==> src/rtl/arb_pkg.sv <==
// Shared definitions for the 4-way round-robin arbiter.
//   state_t : arbiter FSM state (IDLE = no owner, OWN = one owner holds grant)
//   NUM_REQ : number of requesters
//   IDX_W   : width of a requester index
//   HOLD_W  : width of the hold counter
package arb_pkg;

  localparam int unsigned NUM_REQ = 4;
  localparam int unsigned IDX_W   = 2;
  localparam int unsigned HOLD_W  = 4;

  typedef enum logic {
    IDLE = 1'b0,
    OWN  = 1'b1
  } state_t;

endpackage

==> src/rtl/enc_onehot4to2.sv <==
// Combinational one-hot to binary encoder.
//   in  [3:0] : one-hot (or all-zero) vector
//   out [1:0] : index of the set bit; 2'b00 when in is zero
module enc_onehot4to2 (
  input  logic [3:0] in,
  output logic [1:0] out
);

  // Valid only for one-hot or zero inputs, which is all the arbiter produces.
  always_comb begin
    out = {in[3] | in[2], in[3] | in[1]};
  end

endmodule

==> src/rtl/arb_rr4_ctrl.sv <==
// Four-requester round-robin arbiter with a bounded hold time.
// An owner keeps the grant while it requests, for at most MAX_HOLD cycles
// while someone else is waiting; then the grant is taken away (preempt).
//   clk         : clock, rising edge
//   rst_n       : asynchronous active-low reset
//   req   [3:0] : level-sensitive requests
//   grant [3:0] : registered one-hot grant, zero when no owner
//   grant_idx   : binary index of the granted requester
//   grant_valid : grant != 0
//   preempt     : one-cycle pulse when the grant is taken from a still-requesting owner
module arb_rr4_ctrl
  import arb_pkg::*;
#(
  parameter int unsigned MAX_HOLD = 8
) (
  input  logic               clk,
  input  logic               rst_n,
  input  logic [NUM_REQ-1:0] req,
  output logic [NUM_REQ-1:0] grant,
  output logic [IDX_W-1:0]   grant_idx,
  output logic               grant_valid,
  output logic               preempt
);

  state_t              state, state_n;
  logic [IDX_W-1:0]    ptr, ptr_n;
  logic [HOLD_W-1:0]   hold_cnt, hold_n;
  logic [NUM_REQ-1:0]  grant_n;
  logic                preempt_n;

  logic [IDX_W-1:0]    owner;
  logic                owner_req;
  logic                expire;
  logic [IDX_W-1:0]    search_start;
  logic [NUM_REQ-1:0]  search_req;
  logic                found;
  logic [IDX_W-1:0]    win_idx;
  logic                handoff;
  logic                preempt_ev;

  // Returns {found, index} of the first set bit of r scanning start, start+1, ... mod 4.
  function automatic logic [IDX_W:0] rr_search(input logic [NUM_REQ-1:0] r,
                                               input logic [IDX_W-1:0]   start);
    logic [IDX_W-1:0] idx;
    rr_search = '0;
    for (int unsigned k = 0; k < NUM_REQ; k++) begin
      idx = start + IDX_W'(k);
      if (!rr_search[IDX_W] && r[idx]) rr_search = {1'b1, idx};
    end
  endfunction

  enc_onehot4to2 u_enc (
    .in  (grant),
    .out (grant_idx)
  );

  assign grant_valid = |grant;
  assign owner       = grant_idx;
  assign owner_req   = req[owner];
  assign expire      = (hold_cnt == HOLD_W'(MAX_HOLD - 1));

  // The owner is always excluded from the search: in IDLE grant is zero, on
  // release the owner's req is already low, and on expiry it must be skipped.
  assign search_start = (state == IDLE) ? ptr : owner + 2'd1;
  assign search_req   = req & ~grant;
  assign {found, win_idx} = rr_search(search_req, search_start);

  // State register
  always_ff @(posedge clk or negedge rst_n) begin
    if (!rst_n) begin
      state    <= IDLE;
      ptr      <= '0;
      hold_cnt <= '0;
      grant    <= '0;
      preempt  <= 1'b0;
    end else begin
      state    <= state_n;
      ptr      <= ptr_n;
      hold_cnt <= hold_n;
      grant    <= grant_n;
      preempt  <= preempt_n;
    end
  end

  // Next-state logic
  always_comb begin
    state_n    = state;
    ptr_n      = ptr;
    hold_n     = hold_cnt;
    handoff    = 1'b0;
    preempt_ev = 1'b0;
    unique case (state)
      IDLE: begin
        if (found) begin
          state_n = OWN;
          hold_n  = '0;
          handoff = 1'b1;
        end
      end
      OWN: begin
        if (!owner_req) begin
          // Release (also covers release coinciding with expiry)
          ptr_n  = owner + 2'd1;
          hold_n = '0;
          if (found) handoff = 1'b1;
          else       state_n = IDLE;
        end else if (!expire) begin
          hold_n = hold_cnt + 1'b1;
        end else begin
          // Expiry: hand over if someone else waits, else restart the hold window
          ptr_n  = owner + 2'd1;
          hold_n = '0;
          if (found) begin
            handoff    = 1'b1;
            preempt_ev = 1'b1;
          end
        end
      end
    endcase
  end

  // Output logic (next values of the registered outputs)
  always_comb begin
    grant_n   = grant;
    preempt_n = preempt_ev;
    if (state_n == IDLE) begin
      grant_n = '0;
    end else if (handoff) begin
      grant_n          = '0;
      grant_n[win_idx] = 1'b1;
    end
  end

endmodule

==> config.mk <==
export PLATFORM = sky130hd
export DESIGN_NAME = arb_rr4_ctrl
export DESIGN_NICKNAME = d
export VERILOG_FILES = /design/src/rtl/arb_pkg.sv /design/src/rtl/enc_onehot4to2.sv /design/src/rtl/arb_rr4_ctrl.sv
export SDC_FILE = /design/constraint.sdc
export NUM_CORES = 1
export LEC_CHECK = 0
export BUFFER_PORTS_ARGS = -buffer_cell sky130_fd_sc_hd__buf_2
export CELL_PAD_IN_SITES_DETAIL_PLACEMENT = 1
export CELL_PAD_IN_SITES_GLOBAL_PLACEMENT = 2
export CORE_AREA = 2 2 53 55
export DETAILED_ROUTE_END_ITERATION = 8
export DIE_AREA = 0 0 55 57
export PLACE_DENSITY = 0.76
export SYNTH_ARGS = -nofsm -noshare
export SYNTH_HDL_FRONTEND = slang
export SYNTH_SLANG_ARGS = --single-unit
export TNS_END_PERCENT = 10
==> constraint.sdc <==
create_clock -name clk -period 1.8 [get_ports clk]
set_input_delay 0.18 -clock clk [delete_from_list [all_inputs] [get_ports clk]]
set_output_delay 0.18 -clock clk [all_outputs]
set_load 0.02 [all_outputs]
==> flow_summary.rst <==
.. list-table::
   :header-rows: 1

   * - Metric
     - Value
   * - Outcome
     - finished, final reports clean
   * - Area after detailed placement
     - 907 sq um
   * - Max Buffers Root-to-Sink
     - 2
   * - Start point of the critical path
     - grant[1]
   * - Number of placed cells counting well taps
     - between 100 and 150
   * - Required time worst endpoint
     - 1960 ps
   * - Largest vdd supply drop
     - between 0.0007 and 0.0008 V
   * - Setup violation total in the final timing report
     - 0
   * - Crit path arrival time
     - roughly 1900 ps
   * - Overflow left after global routing
     - 0
   * - Worst reg-to-reg setup slack
     - ~65 ps
   * - Remaining antenna violation count after routing
     - 0
   * - Share of final-layout standard cells stronger than drive strength 1
     - 33.3%
   * - Number of vias in the routed layout
     - approximately 740
   * - Routed WL per cell
     - between 15 and 20 um
   * - Number of warning messages in the yosys log
     - 0
   * - Remaining routing DRC violations
     - 0
   * - Final-report max-slew violation count
     - 0
   * - Share of the clock period used by the worst path after layout
     - between 90% and 100%
   * - Static Leakage
     - around 0.45 nW
   * - Crit path to
     - ptr[0]
   * - Finished Layout Cells
     - approximately 140
   * - MaxCap Viol Count
     - 0
   * - Number of placement rows
     - 19
   * - Diodes inserted
     - 0
   * - Synth Instances
     - 85
   * - Overall die area
     - 0.00314 sq mm
   * - Total Neg Setup Slack
     - 0 ps
   * - Library cells used by synthesis
     - 38
   * - CP Max Fanout
     - 5
   * - RSZ-0062 raised after global routing
     - yes
   * - Post-detailed-route via-to-cell ratio
     - roughly 5.4
   * - Seq cells post-synth
     - 12
   * - Asr flop ratio synth
     - 100%
   * - Mapped Avg Cell Area
     - roughly 9.5 sq um
   * - Largest net degree at the start of global routing
     - 13
   * - Final Hold Vio Count
     - 0
   * - Boundary Pins
     - 14
   * - Main combinational cell family by area after synthesis
     - simple AND/OR/NAND/NOR gates
   * - Cell at the root of the clock tree
     - sky130_fd_sc_hd__clkbuf_4
   * - Proportion of synthesized area in mux cells
     - 6.51%
   * - Adder and majority gate portion of the synthesized area
     - 1.55%
   * - Class of the tightest hold or removal check
     - input port to asynchronous set/reset pin
   * - # nets final
     - ~110
   * - Total global routing track utilization
     - between 10% and 20%
   * - Total detailed-routing wirelength
     - ~2200 um
   * - Clock tree from TritonCTS
     - done
   * - Final weighted congestion of routability-driven global placement
     - around 0.7
   * - Clk_lat worst skew
     - ~270 ps
   * - Clk sinks
     - 12
   * - Proportion of synthesized chip area in sequential cells
     - between 30 and 40%
   * - Share of the core filled with cells in the final layout
     - 37.8%
   * - Flip-flop cell with the highest count after synthesis
     - sky130_fd_sc_hd__dfrtp_1
   * - Port buffer count
     - 13
   * - Origin of the critical flop-to-flop path
     - grant[1]
   * - Worst-path clk slew
     - 70 ps
   * - Simple-gate portion of the synthesized area
     - between 20% and 30%
   * - Area growth from synthesis to layout
     - 22.5%
   * - H-Tree Depth
     - 1
   * - Via count of the first global-routing pass
     - about 700
   * - EDFF count, synth
     - 0
   * - Xor and xnor fraction of the mapped netlist area
     - 2.02%
   * - Type of the worst setup path
     - flip-flop to flip-flop
   * - Core Box Area
     - around 0.0026 sq mm
   * - Post-synthesis compound-gate area fraction
     - just over 20%
   * - Number of iterations in the first detailed-routing pass
     - 4
   * - Total nets after synthesis
     - just over 90
   * - Worst Reg2Reg Path Length in Cells
     - 6
   * - Crit. End Element
     - flip-flop
   * - Worst flop-to-flop path endpoint
     - ptr[0]
   * - Final clock skew
     - about 4 ps
   * - TritonCTS Buffers
     - 3
   * - Effective utilization at floorplan
     - a little under a third
   * - Number of DRC violations after detailed-routing iteration 0
     - 6
   * - Antenna violations before repair
     - 0
   * - Element type at the critical path start
     - flip-flop
   * - Design Area, Final
     - around 990 sq um
   * - Chip Width
     - ~55 um
   * - Min Clock Period, post-route
     - around 1700 ps
   * - Post-synth design cell area
     - a little over 800 sq um
   * - DP Wirelength
     - 1610 um
   * - Slew of the pin with the lowest slew margin
     - approximately 470 ps
   * - Vert. Die Dim
     - roughly 57 um
   * - Maximum operating frequency
     - 576 MHz
   * - Worst relative slew slack
     - between 60% and 70%
   * - First-pass GRT wire length
     - approximately 3300 um
   * - Power density of the placed cells
     - 1660 mW/mm^2
## layout make-up
type	count	area (sq um)
clock buffers	3	22.5
fillers	320	1630
inverters	3	11.3
multi-input cells	69	508
flip-flops and latches	12	305
well taps	31	38.8
repair buffers	18	103
## Yosys cell counts, types with 2 or more instances
| library cell | n | area (sq um) |
|---|---|---|
| sky130_fd_sc_hd__o21ai_0 | 2 | 10.0 |
| sky130_fd_sc_hd__nand2_1 | 6 | 22.5 |
| sky130_fd_sc_hd__o21ai_1 | 3 | 15.0 |
| sky130_fd_sc_hd__o21a_1 | 2 | 15.0 |
| sky130_fd_sc_hd__inv_1 | 3 | 11.3 |
| sky130_fd_sc_hd__a32o_1 | 2 | 20.0 |
| sky130_fd_sc_hd__a21oi_1 | 2 | 10.0 |
| sky130_fd_sc_hd__nor3_1 | 4 | 20.0 |
| sky130_fd_sc_hd__nor2_1 | 6 | 22.5 |
| sky130_fd_sc_hd__o211ai_1 | 2 | 15.0 |
| sky130_fd_sc_hd__nand2b_1 | 7 | 43.8 |
| sky130_fd_sc_hd__dfrtp_1 | 12 | 300 |
| sky130_fd_sc_hd__or3_1 | 2 | 12.5 |
| sky130_fd_sc_hd__mux2_2 | 2 | 22.5 |
| sky130_fd_sc_hd__mux2i_1 | 3 | 30.0 |
| sky130_fd_sc_hd__nand3_1 | 5 | 25.0 |
## per-stage QoR
stage,total power [mW],hold WS (ps),setup WS (ps)
after CTS,1.56,320,10.6
after global placement,1.36,76.3,65.0
final,1.64,349,64.5
after global routing,1.78,368,-36.6
after detailed placement,1.39,80.7,-25.0
after floorplan,1.15,-116,80.1
## state kept, by name, indices dropped and copies added, names as in the netlist
register	count
preempt	1
grant	4
hold_cnt	4
state	1
ptr	2
## per-layer routing
metal | GRT usage (%) | vias to the layer above | share of wire [%]
li1 | - | 359 | -
met1 | 19.1 | 366 | 41
met2 | 24.7 | 9 | 55
met3 | 3.14 | 4 | 3.0
met4 | 5.23 | 0 | 1.2
met5 | 0 | - | 0
## power breakdown
group          total, mW  switching (mW)  internal [mW]  leakage (nW)
Combinational       1.01           0.547          0.464         0.284
Clock              0.163          0.0859         0.0774        0.0138
Sequential         0.468           0.108          0.361         0.148
## layout by cell type (no fill, tap or decap), drive strengths merged
master / instances
a22o: 1
o211a: 1
nor2: 6
o22ai: 1
nor3: 4
nand2b: 7
inv: 3
nand2: 6
a21oi: 2
nor3b: 2
and4: 1
ha: 1
xnor2: 1
and2b: 1
mux2i: 3
nor2b: 2
nand4: 2
mux2: 2
a21o: 1
or2b: 1
a32o: 2
clkbuf: 3
o21ai: 6
nand3: 5
o32ai: 2
buf: 17
or3: 2
o211ai: 2
or2: 1
o31ai: 1
o21a: 2
o221ai: 1
dfrtp: 12
dlygate4sd3: 1
## worst min path at each step
stage	slack, ps	to	from
5_1_grt	370	hold_cnt[3]	rst_n
3_5_place_dp	80	preempt	rst_n
2_1_floorplan	-120	grant[0]	rst_n
4_1_cts	320	grant[0]	rst_n
3_3_place_gp	80	grant[1]	rst_n
6_report	350	ptr[0]	rst_n
## kinds of logic after synthesis
family                   count (synthesis)
AO/OA/AOI/OAI                           22
flip-flops                              12
multiplexers                             5
XOR/XNOR                                 1
buffers and inverters                    4
AND/OR/NAND/NOR                         40
adder cells (fa/ha/maj)                  1
## timing repair
action,in CTS,in global routing
gates resized for setup,2,6
buffers inserted,0,3
pin swaps,0,2
endpoints found under the hold margin,12,0
hold buffers,1,0
setup endpoints to repair,3,3
## critical path, stage by stage, from the launching register on
cell and delay (ps):
sky130_fd_sc_hd__dfrtp_2 480, sky130_fd_sc_hd__buf_4 170, sky130_fd_sc_hd__mux2i_1 130, sky130_fd_sc_hd__nand3_1 140, sky130_fd_sc_hd__nand3_1 90, sky130_fd_sc_hd__o21ai_1 250
sky130_fd_sc_hd__mux2_2 370
(Power assumes the default switching activity.)
